==> src/rtl/ahb_decode_ctrl.sv <==
`default_nettype none
// ============================================================================
// Module   : ahb_decode_ctrl
// Desc     : Two-slave AHB-Lite address decoder with data-phase select and an
//            internal default slave that returns a two-cycle ERROR response.
// Revision : 1.0 - initial release
// ============================================================================
module ahb_decode_ctrl #(
  parameter int                    ADDR_WIDTH  = 32,
  parameter int                    REGION_BITS = 28,
  parameter logic [ADDR_WIDTH-1:0] SLV0_BASE   = 32'h0000_0000,
  parameter logic [ADDR_WIDTH-1:0] SLV1_BASE   = 32'h1000_0000,
  parameter int                    CNT_WIDTH   = 8
) (
  input  logic                  HCLK,
  input  logic                  HRESET,
  input  logic [ADDR_WIDTH-1:0] HADDR,
  input  logic [1:0]            HTRANS,
  output logic                  HSEL0,
  output logic                  HSEL1,
  output logic                  DP_SEL0,
  output logic                  DP_SEL1,
  input  logic                  MUX_HREADY,
  input  logic                  MUX_HRESP,
  output logic                  HREADY,
  output logic                  HRESP,
  output logic [CNT_WIDTH-1:0]  ERR_CNT,
  input  logic                  ERR_CLR
);

  localparam int TAG_W = ADDR_WIDTH - REGION_BITS;

  localparam logic [1:0] DP_DEF = 2'd0;
  localparam logic [1:0] DP_S0  = 2'd1;
  localparam logic [1:0] DP_S1  = 2'd2;

  localparam logic [1:0] ST_OK   = 2'd0;
  localparam logic [1:0] ST_ERR1 = 2'd1;
  localparam logic [1:0] ST_ERR2 = 2'd2;

  logic [TAG_W-1:0]     addr_tag;
  logic                 hsel0;
  logic                 hsel1;
  logic                 unmapped;
  logic                 err_start;
  logic                 hready;
  logic                 hresp;
  logic [1:0]           dp_sel_d, dp_sel_q;
  logic [1:0]           state_d, state_q;
  logic [CNT_WIDTH-1:0] err_cnt_d, err_cnt_q;
  logic                 unused_bits;

  // Offset bits within a region and the BUSY/SEQ distinction play no role here.
  assign addr_tag    = HADDR[ADDR_WIDTH-1:REGION_BITS];
  assign unused_bits = ^{HADDR[REGION_BITS-1:0], HTRANS[0]};

  always_comb begin
    hsel0    = (addr_tag == SLV0_BASE[ADDR_WIDTH-1:REGION_BITS]);
    hsel1    = !hsel0 && (addr_tag == SLV1_BASE[ADDR_WIDTH-1:REGION_BITS]);
    unmapped = !hsel0 && !hsel1;
  end

  assign err_start = hready && unmapped && HTRANS[1];

  always_comb begin
    dp_sel_d = dp_sel_q;
    if (hready) begin
      if (hsel0)      dp_sel_d = DP_S0;
      else if (hsel1) dp_sel_d = DP_S1;
      else            dp_sel_d = DP_DEF;
    end
  end

  always_comb begin
    err_cnt_d = err_cnt_q;
    if (ERR_CLR)
      err_cnt_d = '0;
    else if (err_start && (err_cnt_q != '1))
      err_cnt_d = err_cnt_q + 1'b1;
  end

  always_ff @(posedge HCLK or posedge HRESET) begin
    if (HRESET) begin
      dp_sel_q  <= DP_DEF;
      err_cnt_q <= '0;
    end else begin
      dp_sel_q  <= dp_sel_d;
      err_cnt_q <= err_cnt_d;
    end
  end

  // Default-slave FSM: state register
  always_ff @(posedge HCLK or posedge HRESET) begin
    if (HRESET) state_q <= ST_OK;
    else        state_q <= state_d;
  end

  // Default-slave FSM: next state
  always_comb begin
    state_d = ST_OK;
    case (state_q)
      ST_OK:   state_d = err_start ? ST_ERR1 : ST_OK;
      ST_ERR1: state_d = ST_ERR2;
      ST_ERR2: state_d = err_start ? ST_ERR1 : ST_OK;
      default: state_d = ST_OK;
    endcase
  end

  // Default-slave FSM: outputs; it only owns the response while dp_sel is DEF
  always_comb begin
    hready = MUX_HREADY;
    hresp  = MUX_HRESP;
    if (dp_sel_q == DP_DEF) begin
      case (state_q)
        ST_ERR1: begin hready = 1'b0; hresp = 1'b1; end
        ST_ERR2: begin hready = 1'b1; hresp = 1'b1; end
        default: begin hready = 1'b1; hresp = 1'b0; end
      endcase
    end
  end

  assign HSEL0   = hsel0;
  assign HSEL1   = hsel1;
  assign DP_SEL0 = (dp_sel_q == DP_S0);
  assign DP_SEL1 = (dp_sel_q == DP_S1);
  assign HREADY  = hready;
  assign HRESP   = hresp;
  assign ERR_CNT = err_cnt_q;

endmodule
`default_nettype wire

==> config.mk <==
export PLATFORM = sky130hd
export DESIGN_NAME = ahb_decode_ctrl
export DESIGN_NICKNAME = d
export VERILOG_FILES = /design/src/rtl/ahb_decode_ctrl.sv
export SDC_FILE = /design/constraint.sdc
export NUM_CORES = 1
export LEC_CHECK = 0
export CELL_PAD_IN_SITES_DETAIL_PLACEMENT = 2
export CELL_PAD_IN_SITES_GLOBAL_PLACEMENT = 2
export CORE_MARGIN = 1.5
export CORE_UTILIZATION = 19
export CTS_CLUSTER_DIAMETER = 120
export DETAILED_ROUTE_END_ITERATION = 10
export GPL_ROUTABILITY_DRIVEN = 0
export HOLD_SLACK_MARGIN = 0.1
export PLACE_DENSITY_LB_ADDON = 0.25
export RECOVER_POWER = 100
export SLEW_MARGIN = 20
export SYNTH_ARGS = -nofsm -noshare
export SYNTH_HDL_FRONTEND = slang
export SYNTH_SLANG_ARGS = --single-unit
==> constraint.sdc <==
create_clock -name HCLK -period 2.8 [get_ports HCLK]
set_clock_uncertainty 0.05 [all_clocks]
set_input_delay 0.56 -clock HCLK [delete_from_list [all_inputs] [get_ports HCLK]]
set_output_delay 0.56 -clock HCLK [all_outputs]
set_load 0.02 [all_outputs]
==> results of run 1 <==
-- state kept, by name, indices dropped and copies added (netlist names) --
signal    count
state_q       2
ERR_CNT       8
dp_sel_q      2
-- where the power goes --
part	switching [mW]	leakage (nW)	internal [mW]
logic	0.131	0.261	0.110
clock network	0.0677	0.0288	0.124
registers	0.0227	0.165	0.195
total	0.221	0.454	0.429
-- layout make-up --
| cell class | count | area (um^2) |
|---|---|---|
| fillers | 424 | 2580 |
| multi-input cells | 53 | 384 |
| flip-flops and latches | 12 | 300 |
| repair buffers | 23 | 230 |
| well taps | 48 | 60.1 |
| clock buffers | 4 | 55.1 |
| inverters | 5 | 18.8 |
-- repair_timing --
item | in CTS | in global routing
gates resized for setup | 0 | 1
setup endpoints to repair | 0 | 1
hold buffers | 0 | 0
buffers inserted | 0 | 0
endpoints found under the hold margin | 0 | 0
-- layout by cell type (no fill, tap or decap), drive strengths merged --
cell	count
a21o	1
nor4b	2
nand2b	2
and4	1
nand3	2
o21ai	2
ha	5
a21oi	6
o31ai	5
or4	3
dlygate4sd3	13
nor4	2
nor2	3
nand2	4
clkbuf	4
dfrtp	12
a211oi	1
nor2b	2
nor3	2
mux2	4
or3	3
mux2i	1
and2b	1
clkdlybuf4s50	10
inv	5
o31a	1
-- path summary, 6_finish.rpt --
kind / start / to / cells after the start / slack, ps
worst min register to register: ERR_CNT[6]$_DFFE_PP0P_ / ERR_CNT[6]$_DFFE_PP0P_ / 1 / 460
worst max register to register: state_q[1]$_DFF_PP0_ / ERR_CNT[7]$_DFFE_PP0P_ / 6 / 540
min in group asynchronous: HRESET / ERR_CNT[4]$_DFFE_PP0P_ / 2 / 730
worst min-delay path: ERR_CNT[6]$_DFFE_PP0P_ / ERR_CNT[6]$_DFFE_PP0P_ / 1 / 460
max in group asynchronous: HRESET / ERR_CNT[3]$_DFFE_PP0P_ / 2 / 1630
worst max-delay path: HADDR[29] / HSEL0 / 3 / 90
-- per-stage QoR --
step / setup WS, ps / instances / hold slack [ps] / cell area [um^2]
5_1_grt: 30.6 / 145 / 500 / 1050
6_report: 88.1 / 145 / 460 / 1050
4_1_cts: 83.3 / 145 / 467 / 1050
2_1_floorplan: 802 / 72 / 375 / 717
3_5_place_dp: 83.3 / 141 / 457 / 992
3_3_place_gp: 121 / 141 / 458 / 992
-- critical path, stage by stage --
cell	delay (ps)
clkdlybuf4s50_1	450
nor4_1	410
clkdlybuf4s50_1	680
-- cells by family (layout without fill, tap and decap cells) --
group           count (synthesis)  count (layout)
fa+ha+maj                       5               5
compound gates                 16              16
mux                             5               5
buf+inv                         7              32
simple gates                   27              27
flops                          12              12
-- metal layers --
metal  GRT usage  vias to the layer above
met5           0                        -
met4      0.0399                        0
met3      0.0208                        2
met2       0.161                       13
met1       0.137                      336
li1            -                      314
==> impl_metrics.py, run 1 <==
metrics = {
    "placed_design": {
        "dpl.hpwl_mm": 1.47,
        "io_buffers": 23,
    },
    "synthesis": {
        "synth_fp_nets": 116,
        "netlist.top_cell.by_area": "dfrtp_1",
        "synth_largest_type_area_fraction": 0.419,
        "ys_dominant_reg_cell": "dfrtp_1",
        "largest_family_of_logic_cells_by_synthesized_area": "simple AND/OR/NAND/NOR gates",
        "xor_xnor_share_of_the_synthesized_area": 0,
        "postSynthAreaPerCell_um2": 9.96,
        "post_synth_main_area_contributors": "dfrtp_1 (42%), ha_1 (8.7%), mux2_2 (6.3%), o31ai_1 (5.2%), a21oi_1 (4.2%)",
        "mappedNetlistArea_um2": 717,
        "synth-edff-count": 0,
        "async_reset_ff_frac": 1.00,
        "seq_area_frac_synth": 0.419,
        "yosys_register_bits": 12,
        "yosys-mux-area-fraction": 0.0768,
        "postSynthCellCount": 72,
        "post_synth_fa_ha_maj_area_fraction": 0.0873,
        "synth-compound-area-share": 0.141,
        "synth_warnings": 0,
        "synth-simple-area-share": 0.229,
        "netlist-cell-type-count": 26,
        "top_post_synthesis_cells_by_count": "dfrtp_1 (12), a21oi_1 (6), ha_1 (5), inv_1 (5), o31ai_1 (5)",
        "synth_most_common_cell": "dfrtp_1",
    },
    "clocking": {
        "clk_pin_slew_worst_paths_ps": 60,
        "cts_made_buffers": 3,
        "clock_latency_ps": 240,
        "cts_tree": "done",
        "clockRootBuffer": "clkbuf_8",
        "cts_num_sinks": 12,
        "h-tree-depth": 1,
        "cts_buffer_depth": 2,
    },
    "detailed_routing": {
        "detailedRoute.firstIterationViolations": 5,
        "antenna_violating_nets_post_route": 0,
        "wire_per_inst_um": 13.4,
        "totalWireLength_mm": 1.94,
        "firstDrtPassIters": 2,
        "met2_length_um": 952,
        "highest-signal-layer": "met4",
        "drt_drc_violations_left": 0,
        "m1WireLength_um": 890,
        "vias_per_cell": 4.59,
        "met3RoutedLength_um": 78,
        "via_count": 665,
    },
    "critical_path": {
        "required_ps": 2190,
        "worst_ep_arrival_time_ps": 2100,
        "timing_worst_setup_path_type": "primary input to output pin",
        "setup.worst_path.end_class": "output pin",
        "timing.critical_path.fanout_max": 3,
        "cp-start-kind": "primary input",
    },
    "pwr": {
        "vdd.ir_drop.worst_mv": 0.187,
        "sum_of_internal_switching_and_leakage_power_uw": 650,
        "power.density_nw_per_um2": 620,
        "power_leakage_nw": 0.454,
    },
    "worst_hold_path": {
        "hold_path.class": "flop to flop",
    },
    "timing": {
        "finalSetupViolations": 0,
        "fin_tns_setup_ps": 0,
        "clock.fmax_mhz": 369,
        "worst_slew_pin_slew_ps": 1020,
        "post-route-period-util": 0.969,
        "timing_hold_violations_final": 0,
        "min_period_ps": 2710,
        "grt_setup_unrepaired": "no",
        "timing.final.max_slew_violations": 0,
        "slew_headroom": 0.313,
    },
    "global_routing": {
        "grt_pass1_wl_mm": 3.38,
        "grt_start_max_net_pins": 16,
        "antenna_found_initial": 0,
        "grt_use_total": 0.102,
        "first_global_vias": 692,
        "grt_remaining_overflow": 0,
    },
    "floorplan": {
        "overall_die_area_um2": 4150,
        "ios": 53,
        "die_y_um": 64.4,
        "num_rows": 22,
        "initial_core_util": 0.197,
        "die_width_um": 64.4,
        "floorplan.core_area_um2": 3630,
    },
    "final_layout": {
        "final_nets": 142,
        "final_layout_size_suffix_gt1_frac": 0.0928,
        "count_of_antenna_diodes_in_the_layout": 0,
        "finalCoreUtilization": 0.289,
        "layout-area-overhead-vs-synth_pct": 46.2,
    },
    "job": {
        "cap_viol_max_count": 0,
    },
    "status": {
        "status": "complete, no violations",
    },
}
Note: power is estimated with default switching activity, not from simulation.
==> run 2: changes to the inputs <==
- SLEW_MARGIN: 20 -> 0
==> results of run 2 <==
No change in the layout: final DEF, timing and power equal those of run 1.
==> run 3: changes to the inputs <==
- HOLD_SLACK_MARGIN: 0.1 -> 0.08
==> results of run 3 <==
No change in the layout: final DEF, timing and power equal those of run 1.
